[config.mk]
export PLATFORM = sky130hd
export DESIGN_NAME = pc_fetch_ctrl
export DESIGN_NICKNAME = d
export VERILOG_FILES = /design/src/rtl/pc_fetch_ctrl_pkg.sv /design/src/rtl/pc_fetch_ctrl_add_4.sv /design/src/rtl/pc_fetch_ctrl.sv
export SDC_FILE = /design/constraint.sdc
export NUM_CORES = 1
export LEC_CHECK = 0
export ABC_AREA = 1
export CAP_MARGIN = 10
export CORE_MARGIN = 5
export CORE_UTILIZATION = 25
export DETAILED_ROUTE_END_ITERATION = 7
export SLEW_MARGIN = 20
export SYNTH_ARGS = -nofsm -noshare
export SYNTH_HDL_FRONTEND = slang
export SYNTH_HIERARCHICAL = 1
export SYNTH_SLANG_ARGS = --single-unit
[constraint.sdc]
create_clock -name clk -period 11.1 [get_ports clk]
set_input_delay 1.11 -clock clk [delete_from_list [all_inputs] [get_ports clk]]
set_output_delay 1.11 -clock clk [all_outputs]
set_load 0.02 [all_outputs]
[src/rtl/pc_fetch_ctrl_pkg.sv]
// Shared types and constants for the instruction fetch sequencer.
//   fetch_state_e : fetch FSM states
//   pc_sel_e      : next-PC source after priority resolution
//   redir_sel()   : priority encoder, trap > branch/jump > sequential
package pc_fetch_ctrl_pkg;

  localparam int          XLEN_DEF  = 32;
  localparam logic [31:0] NOP_INSTR = 32'h0000_0013;  // addi x0, x0, 0

  typedef enum logic [1:0] {IDLE, REQ, WAIT, HOLD} fetch_state_e;

  typedef enum logic [1:0] {SEL_SEQ, SEL_REDIR, SEL_TRAP} pc_sel_e;

  function automatic pc_sel_e redir_sel(input logic trap_valid, input logic redir_valid);
    if (trap_valid)       return SEL_TRAP;
    else if (redir_valid) return SEL_REDIR;
    else                  return SEL_SEQ;
  endfunction

endpackage

[src/rtl/pc_fetch_ctrl_add_4.sv]
// Constant +4 incrementer for the program counter, wraps modulo 2^XLEN.
//   a : input address
//   y : a + 4
module add_4 #(
  parameter int XLEN = 32
) (
  input  logic [XLEN-1:0] a,
  output logic [XLEN-1:0] y
);

  assign y = a + XLEN'(4);

endmodule

[src/rtl/pc_fetch_ctrl.sv]
// Fetch sequencer: owns the PC, picks the next PC (trap > redirect > pc+4),
// runs a one-outstanding req/gnt/rvalid handshake to instruction memory and
// holds a {pc, instr, pc+4} bundle for decode until it is consumed.
//   clk, rst                 : clock, async active-high reset
//   stall_i                  : decode cannot accept, hold if_* bundle
//   trap_valid_i/trap_vec_i  : trap request and target
//   redir_valid_i/redir_pc_i : taken branch/jump and target
//   imem_*                   : instruction memory request/grant/response
//   if_valid_o, if_pc_o, if_instr_o, if_pc4_o : bundle to decode
//   misalign_o               : one-cycle pulse, accepted target had [1:0] != 0
module pc_fetch_ctrl
  import pc_fetch_ctrl_pkg::*;
#(
  parameter int              XLEN      = XLEN_DEF,
  parameter logic [XLEN-1:0] RESET_VEC = '0
) (
  input  logic            clk,
  input  logic            rst,
  input  logic            stall_i,
  input  logic            trap_valid_i,
  input  logic [XLEN-1:0] trap_vec_i,
  input  logic            redir_valid_i,
  input  logic [XLEN-1:0] redir_pc_i,
  output logic            imem_req_o,
  output logic [XLEN-1:0] imem_addr_o,
  input  logic            imem_gnt_i,
  input  logic            imem_rvalid_i,
  input  logic [31:0]     imem_rdata_i,
  output logic            if_valid_o,
  output logic [XLEN-1:0] if_pc_o,
  output logic [31:0]     if_instr_o,
  output logic [XLEN-1:0] if_pc4_o,
  output logic            misalign_o
);

  fetch_state_e    state, state_n;
  logic [XLEN-1:0] pc, pc_n, pc4;
  logic            kill, kill_n;
  logic            if_valid, if_valid_n;
  logic [XLEN-1:0] if_pc, if_pc_n, if_pc4, if_pc4_n;
  logic [31:0]     if_instr, if_instr_n;
  logic            misalign, misalign_n;

  pc_sel_e         sel;
  logic [XLEN-1:0] target;
  logic            take;

  // One incrementer serves both the sequential next pc and the link address.
  add_4 #(.XLEN(XLEN)) u_add_4 (.a(pc), .y(pc4));

  assign sel    = redir_sel(trap_valid_i, redir_valid_i);
  assign target = (sel == SEL_TRAP) ? trap_vec_i : redir_pc_i;
  // Redirects are ignored in IDLE; the first fetch after reset is always RESET_VEC.
  assign take   = (sel != SEL_SEQ) && (state != IDLE);

  always_comb begin
    state_n    = state;
    pc_n       = pc;
    kill_n     = kill;
    if_valid_n = if_valid;
    if_pc_n    = if_pc;
    if_instr_n = if_instr;
    if_pc4_n   = if_pc4;
    misalign_n = 1'b0;

    if (take) begin
      pc_n       = {target[XLEN-1:2], 2'b00};
      misalign_n = |target[1:0];
      if_valid_n = 1'b0;
    end

    case (state)
      IDLE: state_n = REQ;
      REQ: begin
        // A redirect coinciding with the grant leaves a stale response in flight.
        if (imem_gnt_i) begin
          state_n = WAIT;
          kill_n  = take;
        end
      end
      WAIT: begin
        if (imem_rvalid_i) begin
          state_n = REQ;
          kill_n  = 1'b0;
          if (!kill && !take) begin
            if_valid_n = 1'b1;
            if_pc_n    = pc;
            if_instr_n = imem_rdata_i;
            if_pc4_n   = pc4;
            pc_n       = pc4;
            state_n    = HOLD;
          end
        end else if (take) begin
          kill_n = 1'b1;
        end
      end
      HOLD: begin
        if (take || !stall_i) begin
          if_valid_n = 1'b0;
          state_n    = REQ;
        end
      end
      default: state_n = IDLE;
    endcase
  end

  always_ff @(posedge clk or posedge rst) begin
    if (rst) begin
      state    <= IDLE;
      pc       <= RESET_VEC;
      kill     <= 1'b0;
      if_valid <= 1'b0;
      if_pc    <= '0;
      if_instr <= NOP_INSTR;
      if_pc4   <= '0;
      misalign <= 1'b0;
    end else begin
      state    <= state_n;
      pc       <= pc_n;
      kill     <= kill_n;
      if_valid <= if_valid_n;
      if_pc    <= if_pc_n;
      if_instr <= if_instr_n;
      if_pc4   <= if_pc4_n;
      misalign <= misalign_n;
    end
  end

  assign imem_req_o  = (state == REQ);
  assign imem_addr_o = pc;
  assign if_valid_o  = if_valid;
  assign if_pc_o     = if_pc;
  assign if_instr_o  = if_instr;
  assign if_pc4_o    = if_pc4;
  assign misalign_o  = misalign;

endmodule

==> results of run 1 <==
-- cell families (layout without fill, tap and decap cells) --
group,after synthesis,count (layout),synth area share
buf+inv,145,372,0.0860
flops,133,133,0.485
simple gates,583,583,0.351
xor+xnor,15,15,0.0202
fa+ha+maj,6,6,0.0109
compound gates,62,62,0.0461
-- worst max-delay path: cells and delay by family --
kind	cells	cell delay (ps)
and+or+nand+nor	2	840
AOI/OAI and AO/OA	2	250
buffers and inverters	3	1610
-- sequential cells by signal (all words and copies together) (netlist names) --
signal and flops:
if_pc4_o 32, if_valid_o 1, kill 1, state 2, imem_addr_o 32, if_pc_o 32, if_instr_o 32, misalign_o 1
-- cells in the final DEF (no fill, tap or decap), types with 4 or more instances in the layout --
cell / n
nand2_1: 395
clkdlybuf4s50_1: 232
dfrtp_1: 130
nor2_1: 117
inv_1: 101
o21ai_0: 51
nand3_1: 40
clkbuf_16: 17
o21ai_1: 9
xor2_1: 9
nand3b_1: 8
nor2_4: 6
ha_1: 6
xnor2_1: 5
clkbuf_8: 4
buf_4: 4
nor2_2: 4
-- per-layer routing --
| metal | vias up | global-route usage | part of all wire |
|---|---|---|---|
| li1 | 3271 | - | - |
| met1 | 2924 | 0.189 | 0.45 |
| met2 | 135 | 0.244 | 0.49 |
| met3 | 16 | 0.0334 | 0.050 |
| met4 | 0 | 0.0390 | 0.012 |
| met5 | - | 0 | 0 |
-- stage by stage --
stage	total power [uW]	utilization	hold WS [ps]	std cells
2_1_floorplan	1610	-	499	944
3_3_place_gp	2260	0.350	456	1481
3_5_place_dp	2270	0.350	458	1481
4_1_cts	2870	0.373	469	1512
5_1_grt	3030	0.373	486	1512
6_report	2820	0.373	467	1512
-- power by group through the flow --
stage | combinational (uW) | clock, uW | sequential, uW
after detailed placement | 1350 | 0 | 917
final | 1330 | 579 | 910
after CTS | 1360 | 595 | 913
after global placement | 1340 | 0 | 916
after global routing | 1470 | 615 | 947
after floorplan | 487 | 0 | 1120
-- how the worst min path moves through the flow --
stage	slack (ps)	startpoint	endpoint
2_1_floorplan	500	state[1]$_DFFE_PP0P_	state[1]$_DFFE_PP0P_
3_3_place_gp	460	if_instr_o[0]$_DFFE_PP1P_	if_instr_o[0]$_DFFE_PP1P_
3_5_place_dp	460	if_instr_o[0]$_DFFE_PP1P_	if_instr_o[0]$_DFFE_PP1P_
4_1_cts	470	if_instr_o[0]$_DFFE_PP1P_	if_instr_o[0]$_DFFE_PP1P_
5_1_grt	490	if_instr_o[4]$_DFFE_PP1P_	if_instr_o[4]$_DFFE_PP1P_
6_report	470	if_instr_o[4]$_DFFE_PP1P_	if_instr_o[4]$_DFFE_PP1P_
-- cell type report --
| cell class | count | area (um2) | share of cell area |
|---|---|---|---|
| clock buffers | 21 | 480 | 0.0477 |
| clock inverters | 10 | 123 | 0.0122 |
| inverters | 103 | 392 | 0.0389 |
| multi-input cells | 666 | 2960 | 0.293 |
| flip-flops and latches | 133 | 3330 | 0.331 |
| well taps | 341 | 427 | 0.0423 |
| repair buffers | 238 | 2370 | 0.235 |
==> flow_summary.ini, run 1 <==
[synthesis]
synth_area_leaders = dfrtp_1 (47%), nand2_1 (22%), nor2_1 (6.4%), inv_1 (5.6%), o21ai_0 (3.7%)
synth_edf_count = 0
synth_cell_types = 27
async_flop_share = 1.00
ys_ff_latch = 133
yosysTopAreaCellShare = 0.474
yosysWarnings = 6
synth_nets = 1053
synth_area_per_cell_um2 = 7.27
synth_ff_type = dfrtp_1
synthTopCellsByCount = nand2_1 (395), dfrtp_1 (130), nor2_1 (117)
yosysMostFrequentCell = nand2_1
syn-cell-area_um2 = 6870
synth_area_leader_cell = dfrtp_1
netlist_instances = 944
ys_seq_area_frac = 0.485

[status]
status = completed

[worst_setup_path]
slowest_stage = buf_4
worstRegToRegCells = 10
max_stage_delay_ps = 700
r2r-end = imem_addr_o[30]$_DFF_PP0_
cp.arrival_ps = 3880
cp.required_ps = 11350
rr_startpoint = state[0]$_DFFE_PP0P_
critPathLaunchType = input pin
path_class = in2reg
cp_common_cell = buf_4
startpoint = redir_valid_i
path_cells = clkdlybuf4s50_1 -> o21ai_4 -> buf_4 -> nand3b_4 -> buf_4 -> nand2_1 -> o21ai_0
critical_path.endpoint_type = register
worstPathMaxFanout = 99
rrSetupSlack_ps = 7890
endpoint = if_pc4_o[27]$_DFFE_PP0P_

[cts]
clk_path_buf_depth = 2
cts_tree = yes
clk_pin_slew_ps = 60
numClockSinks = 133
hold_buffers = 0
cts_buffers = 17
cts_setup_buffers = 0
cts-root-buf = clkbuf_16
htreeDepth = 4
ctsResizeCount = 0
worst_skew_pair.late_latency_ps = 420

[sta]
period_needed_ps = 3630
setup_violations = 0
relSlewSlack = 0.337
worst_slew_pin_slew_ps = 994
post-route-period-util = 0.327
layout_setup_ws_ps = 7470
finalSetupTns_ps = 0
slew_violations = 0
rsz0062_at_grt = no
clock.fmax_mhz = 275
skew_ps = 12.7
finalHoldViolCount = 0

[grt]
overflow = 0
grt_pass1_wl_um = 35900
grt_pass1_vias = 6388
grt_use_total = 0.145
grt_max_degree = 100
antenna_found_initial = 0

[pwr]
vdd_ir_drop_max_v = 0.000121
p_int_uw = 1640
p_comb_frac = 0.473
p_sw_frac = 0.418
clock_power_share = 0.205
p_leak_uw = 0.00501
seqPwrFrac = 0.322
switchingPower_uw = 1180
powerDensity_nw_per_um2 = 280

[die]
core_um2 = 27000
io_pins = 234
die_area_um2 = 30900
die_w_um = 176
die_h_um = 176
initial_utilization = 0.254
fp-row-count = 60

[placement]
io_buffers = 233
dp_hpwl_um = 15900
gp_congestion = 0.812
placed_cell_area_um2 = 9470
dp_slack_ps = 7010

[detailed_routing]
wl_per_cell_um = 14.9
vias = 6346
ant_nets = 0
drc = 0
routed_wl_um = 22500
drt_iter0_drc = 342
vias_per_cell = 4.20
drtPass1Iterations = 5

[layout]
num-nets-final = 1268
nFillCells = 2823
post-route-cell-area_um2 = 10100
area_growth_pct = 46.8
drive_gt1_frac = 0.0529
n_antenna_cell = 0

[worst_hold_path]
worstHoldPathCells = 2
worstHoldPathType = reg2reg

[job]
drv_cap = 0
No activity file was read; power rests on OpenSTA's default activity.
==> run 2, diff against run 1 <==
==> constraint.sdc (replaced) <==
create_clock -name clk -period 2.9 [get_ports clk]
set_input_delay 0.29 -clock clk [delete_from_list [all_inputs] [get_ports clk]]
set_output_delay 0.29 -clock clk [all_outputs]
set_load 0.02 [all_outputs]
==> flow_summary.ini, run 2 (synthesis results as in run 1) <==
[cts]
cts_tree = yes
cts_buffers = 17
hold_buffers = 0
htreeDepth = 4
cts_setup_buffers = 0
clk_pin_slew_ps = 60
numClockSinks = 133
clk_path_buf_depth = 2
worst_skew_pair.late_latency_ps = 420
cts-root-buf = clkbuf_16
ctsResizeCount = 0

[pwr]
clock_power_share = 0.208
vdd_ir_drop_max_v = 0.000464
p_leak_uw = 0.00506
p_sw_frac = 0.415
finalPower_uw = 10900
powerDensity_nw_per_um2 = 1070
switchingPower_uw = 4510
seqPwrFrac = 0.320
p_int_uw = 6350
p_comb_frac = 0.473

[worst_setup_path]
path_class = reg2out
cp.arrival_ps = 1820
crit_buf_inv = 2
critPathLaunchType = register
critical_path.endpoint_type = output port
path_delay_family = buffers and inverters
path_cells = inv_1 -> ha_1 -> clkdlybuf4s50_1
worstPathMaxFanout = 5
max_stage_delay_ps = 640
cp.required_ps = 2610
slowest_stage = clkdlybuf4s50_1

[die]
die_area_um2 = 30900
die_w_um = 176
die_h_um = 176
initial_utilization = 0.254
core_um2 = 27000
io_pins = 234
fp-row-count = 60

[sta]
finalHoldViolCount = 0
setup_violations = 0
post-route-period-util = 0.728
rsz0062_at_grt = no
skew_ps = 9.88
period_needed_ps = 2110
clock.fmax_mhz = 473
worst_slew_pin_slew_ps = 770
layout_setup_ws_ps = 788
relSlewSlack = 0.487
finalSetupTns_ps = 0
slew_violations = 0

[detailed_routing]
drtPass1Iterations = 5
ant_nets = 0
routed_wl_um = 23100
vias = 6416
vias_per_cell = 4.22
drc = 0
drt_iter0_drc = 406
wl_per_cell_um = 15.2

[placement]
placed_cell_area_um2 = 9560
dp_hpwl_um = 16700
gp_congestion = 0.829
dp_slack_ps = 837
io_buffers = 233

[layout]
nFillCells = 2811
drive_gt1_frac = 0.0569
post-route-cell-area_um2 = 10200
final_common_cell = nand2_1
layout_common_cells = nand2_1 (395), clkdlybuf4s50_1 (232), dfrtp_1 (130), nor2_1 (117), inv_1 (101)
num-nets-final = 1273
fin_util = 0.376
area_growth_pct = 48.1

[grt]
overflow = 0
antenna_found_initial = 2
grt_pass1_vias = 6386
grt_pass1_wl_um = 36100
grt_use_total = 0.149
grt_max_degree = 134

[status]
status = completed

[job]
drv_cap = 0

[worst_hold_path]
worstHoldPathType = in2reg
[run 2: cell types whose count changed in the layout (fill, tap and decap cells not counted), sizes merged]
cell / change
clkbuf: -1
diode: +2
clkinv: +3
bufinv: +1
inv: -1
buf: +5
clkinvlp: -1
[run 2: final cells by class]
class                           instances  area, um2  share of cell area
Multi-Input combinational cell        666       2960               0.291
Timing Repair Buffer                  243       2450               0.241
Clock buffer                           20        457              0.0449
Inverter                              103        390              0.0384
Antenna cell                            2       5.00            0.000492
Sequential cell                       133       3330               0.328
Tap cell                              341        427              0.0419
Clock inverter                         12        153              0.0150
[run 2: metrics by stage]
stage,hold WS [ps],instances
4_1_cts,355,1518
3_3_place_gp,456,1486
5_1_grt,367,1520
3_5_place_dp,458,1486
6_report,376,1520
2_1_floorplan,381,944
[run 2: path summary, 6_finish.rpt]
path,startpoint,end,slack (ps),cells after the start
worst min-delay path,imem_rdata_i[0],if_instr_o[0]$_DFFE_PP1P_,380,3
worst max-delay path,state[1]$_DFFE_PP0P_,imem_req_o,790,3
worst min register to register,if_instr_o[1]$_DFFE_PP1P_,if_instr_o[1]$_DFFE_PP1P_,470,2
max in group asynchronous,rst,imem_addr_o[31]$_DFF_PP0_,1900,3
worst max register to register,state[1]$_DFFE_PP0P_,state[1]$_DFFE_PP0P_,970,10
min in group asynchronous,rst,if_instr_o[14]$_DFFE_PP0P_,440,3
[run 2: power by group through the flow]
stage / Combinational [uW] / Sequential (uW) / Clock (uW)
finish: 5130 / 3470 / 2250
CTS: 5220 / 3490 / 2330
floorplan: 1860 / 4290 / 0
global route: 5650 / 3610 / 2400
global placement: 5160 / 3480 / 0
detailed placement: 5200 / 3510 / 0
[run 2: metal layers]
layer  track usage  routed length [um]  up-vias
met5             0                   0        -
met4        0.0458                 371        0
li1              -                   -     3283
met2         0.241               11100      157
met3        0.0377                1200       21
met1         0.196               10400     2955
[run 2: worst reg2reg max path: cells and delay by family, from the launching register on]
kind	cells	cell delay, ps
buffers and inverters	3	650
AND/OR/NAND/NOR	5	430
flip-flops	1	410
adder cells (fa/ha/maj)	1	260
AO/OA/AOI/OAI	1	80
==> run 3, diff against run 2 <==
==> constraint.sdc (replaced) <==
create_clock -name clk -period 2 [get_ports clk]
set_input_delay 0.2 -clock clk [delete_from_list [all_inputs] [get_ports clk]]
set_output_delay 0.2 -clock clk [all_outputs]
set_load 0.02 [all_outputs]
==> flow_summary.ini, run 3 (synthesis results as in run 1) <==
[status]
status = completed

[grt]
grt_pass1_wl_um = 36300
overflow = 0
antenna_found_initial = 0
grt_max_degree = 86
grt_use_total = 0.150
grt_pass1_vias = 6360

[layout]
num-nets-final = 1290
instances_no_fill = 1535
drive_gt1_frac = 0.0687
layout_common_cells = nand2_1 (395), clkdlybuf4s50_1 (231), dfrtp_1 (130), nor2_1 (117), inv_1 (102)
n_antenna_cell = 0
area_growth_pct = 51.6
final_common_cell = nand2_1

[worst_setup_path]
startpoint = imem_addr_o[27]$_DFF_PP0_
endpoint = imem_addr_o[27]
path_cells = clkdlybuf4s50_1
path_class = reg2out
rr_startpoint = state[0]$_DFFE_PP0P_
cp.depth = 1
worstRegToRegCells = 8
cp.required_ps = 1800
crit_buf_inv = 1
r2r-end = imem_addr_o[24]$_DFF_PP0_
max_stage_delay_ps = 710
critical_path.endpoint_type = output port
slowest_stage = clkdlybuf4s50_1
rrSetupSlack_ps = 170
path_delay_family = buffers and inverters
critPathLaunchType = register
worstPathMaxFanout = 8
cp.arrival_ps = 1660

[die]
initial_utilization = 0.254
die_h_um = 176
die_w_um = 176
io_pins = 234
fp-row-count = 60
die_area_um2 = 30900
core_um2 = 27000

[detailed_routing]
drtPass1Iterations = 4
vias_per_cell = 4.22
vias = 6475
drt_iter0_drc = 387
drc = 0
wl_per_cell_um = 15.1
routed_wl_um = 23200
ant_nets = 0

[placement]
placed_cells = 1503
io_buffers = 233
gp_congestion = 0.803
dp_hpwl_um = 17100
dp_slack_ps = 177

[sta]
skew_ps = 11.5
slew_violations = 0
hold_ws_ps = 271
layout_setup_ws_ps = 138
clock.fmax_mhz = 537
rsz0062_at_grt = no
worst_slew_pin_slew_ps = 640
finalSetupTns_ps = 0
setup_violations = 0
post-route-period-util = 0.931
finalHoldViolCount = 0
relSlewSlack = 0.573
period_needed_ps = 1860

[job]
drv_cap = 0

[cts]
cts_setup_buffers = 0
numClockSinks = 133
clk_pin_slew_ps = 60
clk_path_buf_depth = 2
cts_tree = yes
worst_skew_pair.late_latency_ps = 420
cts_buffers = 17
cts-root-buf = clkbuf_16
htreeDepth = 4

[pwr]
finalPower_uw = 16400
p_leak_uw = 0.00519
vdd_ir_drop_max_v = 0.000650
powerDensity_nw_per_um2 = 1580

[worst_hold_path]
worstHoldPathType = in2async
==> run 3: cell types whose count changed in the layout (fill, tap and decap cells not counted) <==
cell / change
buf_12: +4
buf_4: +13
bufinv_16: +3
clkbuf_1: +1
clkbuf_8: -1
clkdlybuf4s50_1: -1
clkinv_2: -3
clkinvlp_4: +1
diode_2: -2
dlygate4sd2_1: +1
inv_1: +1
inv_2: -1
inv_6: -1
==> run 3: repair_timing <==
item / in CTS / in global routing
endpoints found under the setup margin: 1 / 0
gates resized for setup: 1 / 0
hold buffers: 0 / 0
==> run 3: final cells by class <==
class / count / area [um2]
multi-input cells: 666 / 2960
inverters: 103 / 390
fillers: 2800 / 16600
flip-flops and latches: 133 / 3330
clock buffers: 20 / 447
clock inverters: 12 / 226
well taps: 341 / 427
repair buffers: 260 / 2630
==> run 3: stage by stage <==
step | instance area, um2 | utilization
2_1_floorplan | 6870 | -
3_3_place_gp | 9740 | 0.360
3_5_place_dp | 9740 | 0.360
4_1_cts | 10400 | 0.385
5_1_grt | 10400 | 0.385
6_report | 10400 | 0.385
==> run 3: how the worst min path moves through the flow <==
stage	start	endpoint	slack [ps]	cells after the start
floorplan	imem_rdata_i[0]	if_instr_o[0]$_DFFE_PP1P_	290	2
detailed placement	if_instr_o[0]$_DFFE_PP1P_	if_instr_o[0]$_DFFE_PP1P_	460	2
global placement	if_instr_o[0]$_DFFE_PP1P_	if_instr_o[0]$_DFFE_PP1P_	450	2
finish	rst	if_pc_o[26]$_DFFE_PP0P_	270	3
global route	imem_rdata_i[4]	if_instr_o[4]$_DFFE_PP1P_	280	3
CTS	imem_rdata_i[0]	if_instr_o[0]$_DFFE_PP1P_	260	3
==> run 3: power breakdown <==
part | total [uW] | leakage (uW) | internal [uW] | switching [uW]
Sequential | 4860 | 0.00169 | 3890 | 967
Clock | 3620 | 0.000320 | 2380 | 1250
Combinational | 7960 | 0.00318 | 3500 | 4450
==> run 3: worst min-delay path, cell delays in order <==
cell and delay (ps):
clkdlybuf4s50_1 450, clkinvlp_4 110, buf_12 360
==> run 3: metal layers <==
| metal | routed length [um] | GRT usage |
|---|---|---|
| met5 | 0 | 0 |
| met4 | 488 | 0.0513 |
| met2 | 11000 | 0.246 |
| met3 | 1330 | 0.0415 |
| met1 | 10400 | 0.190 |
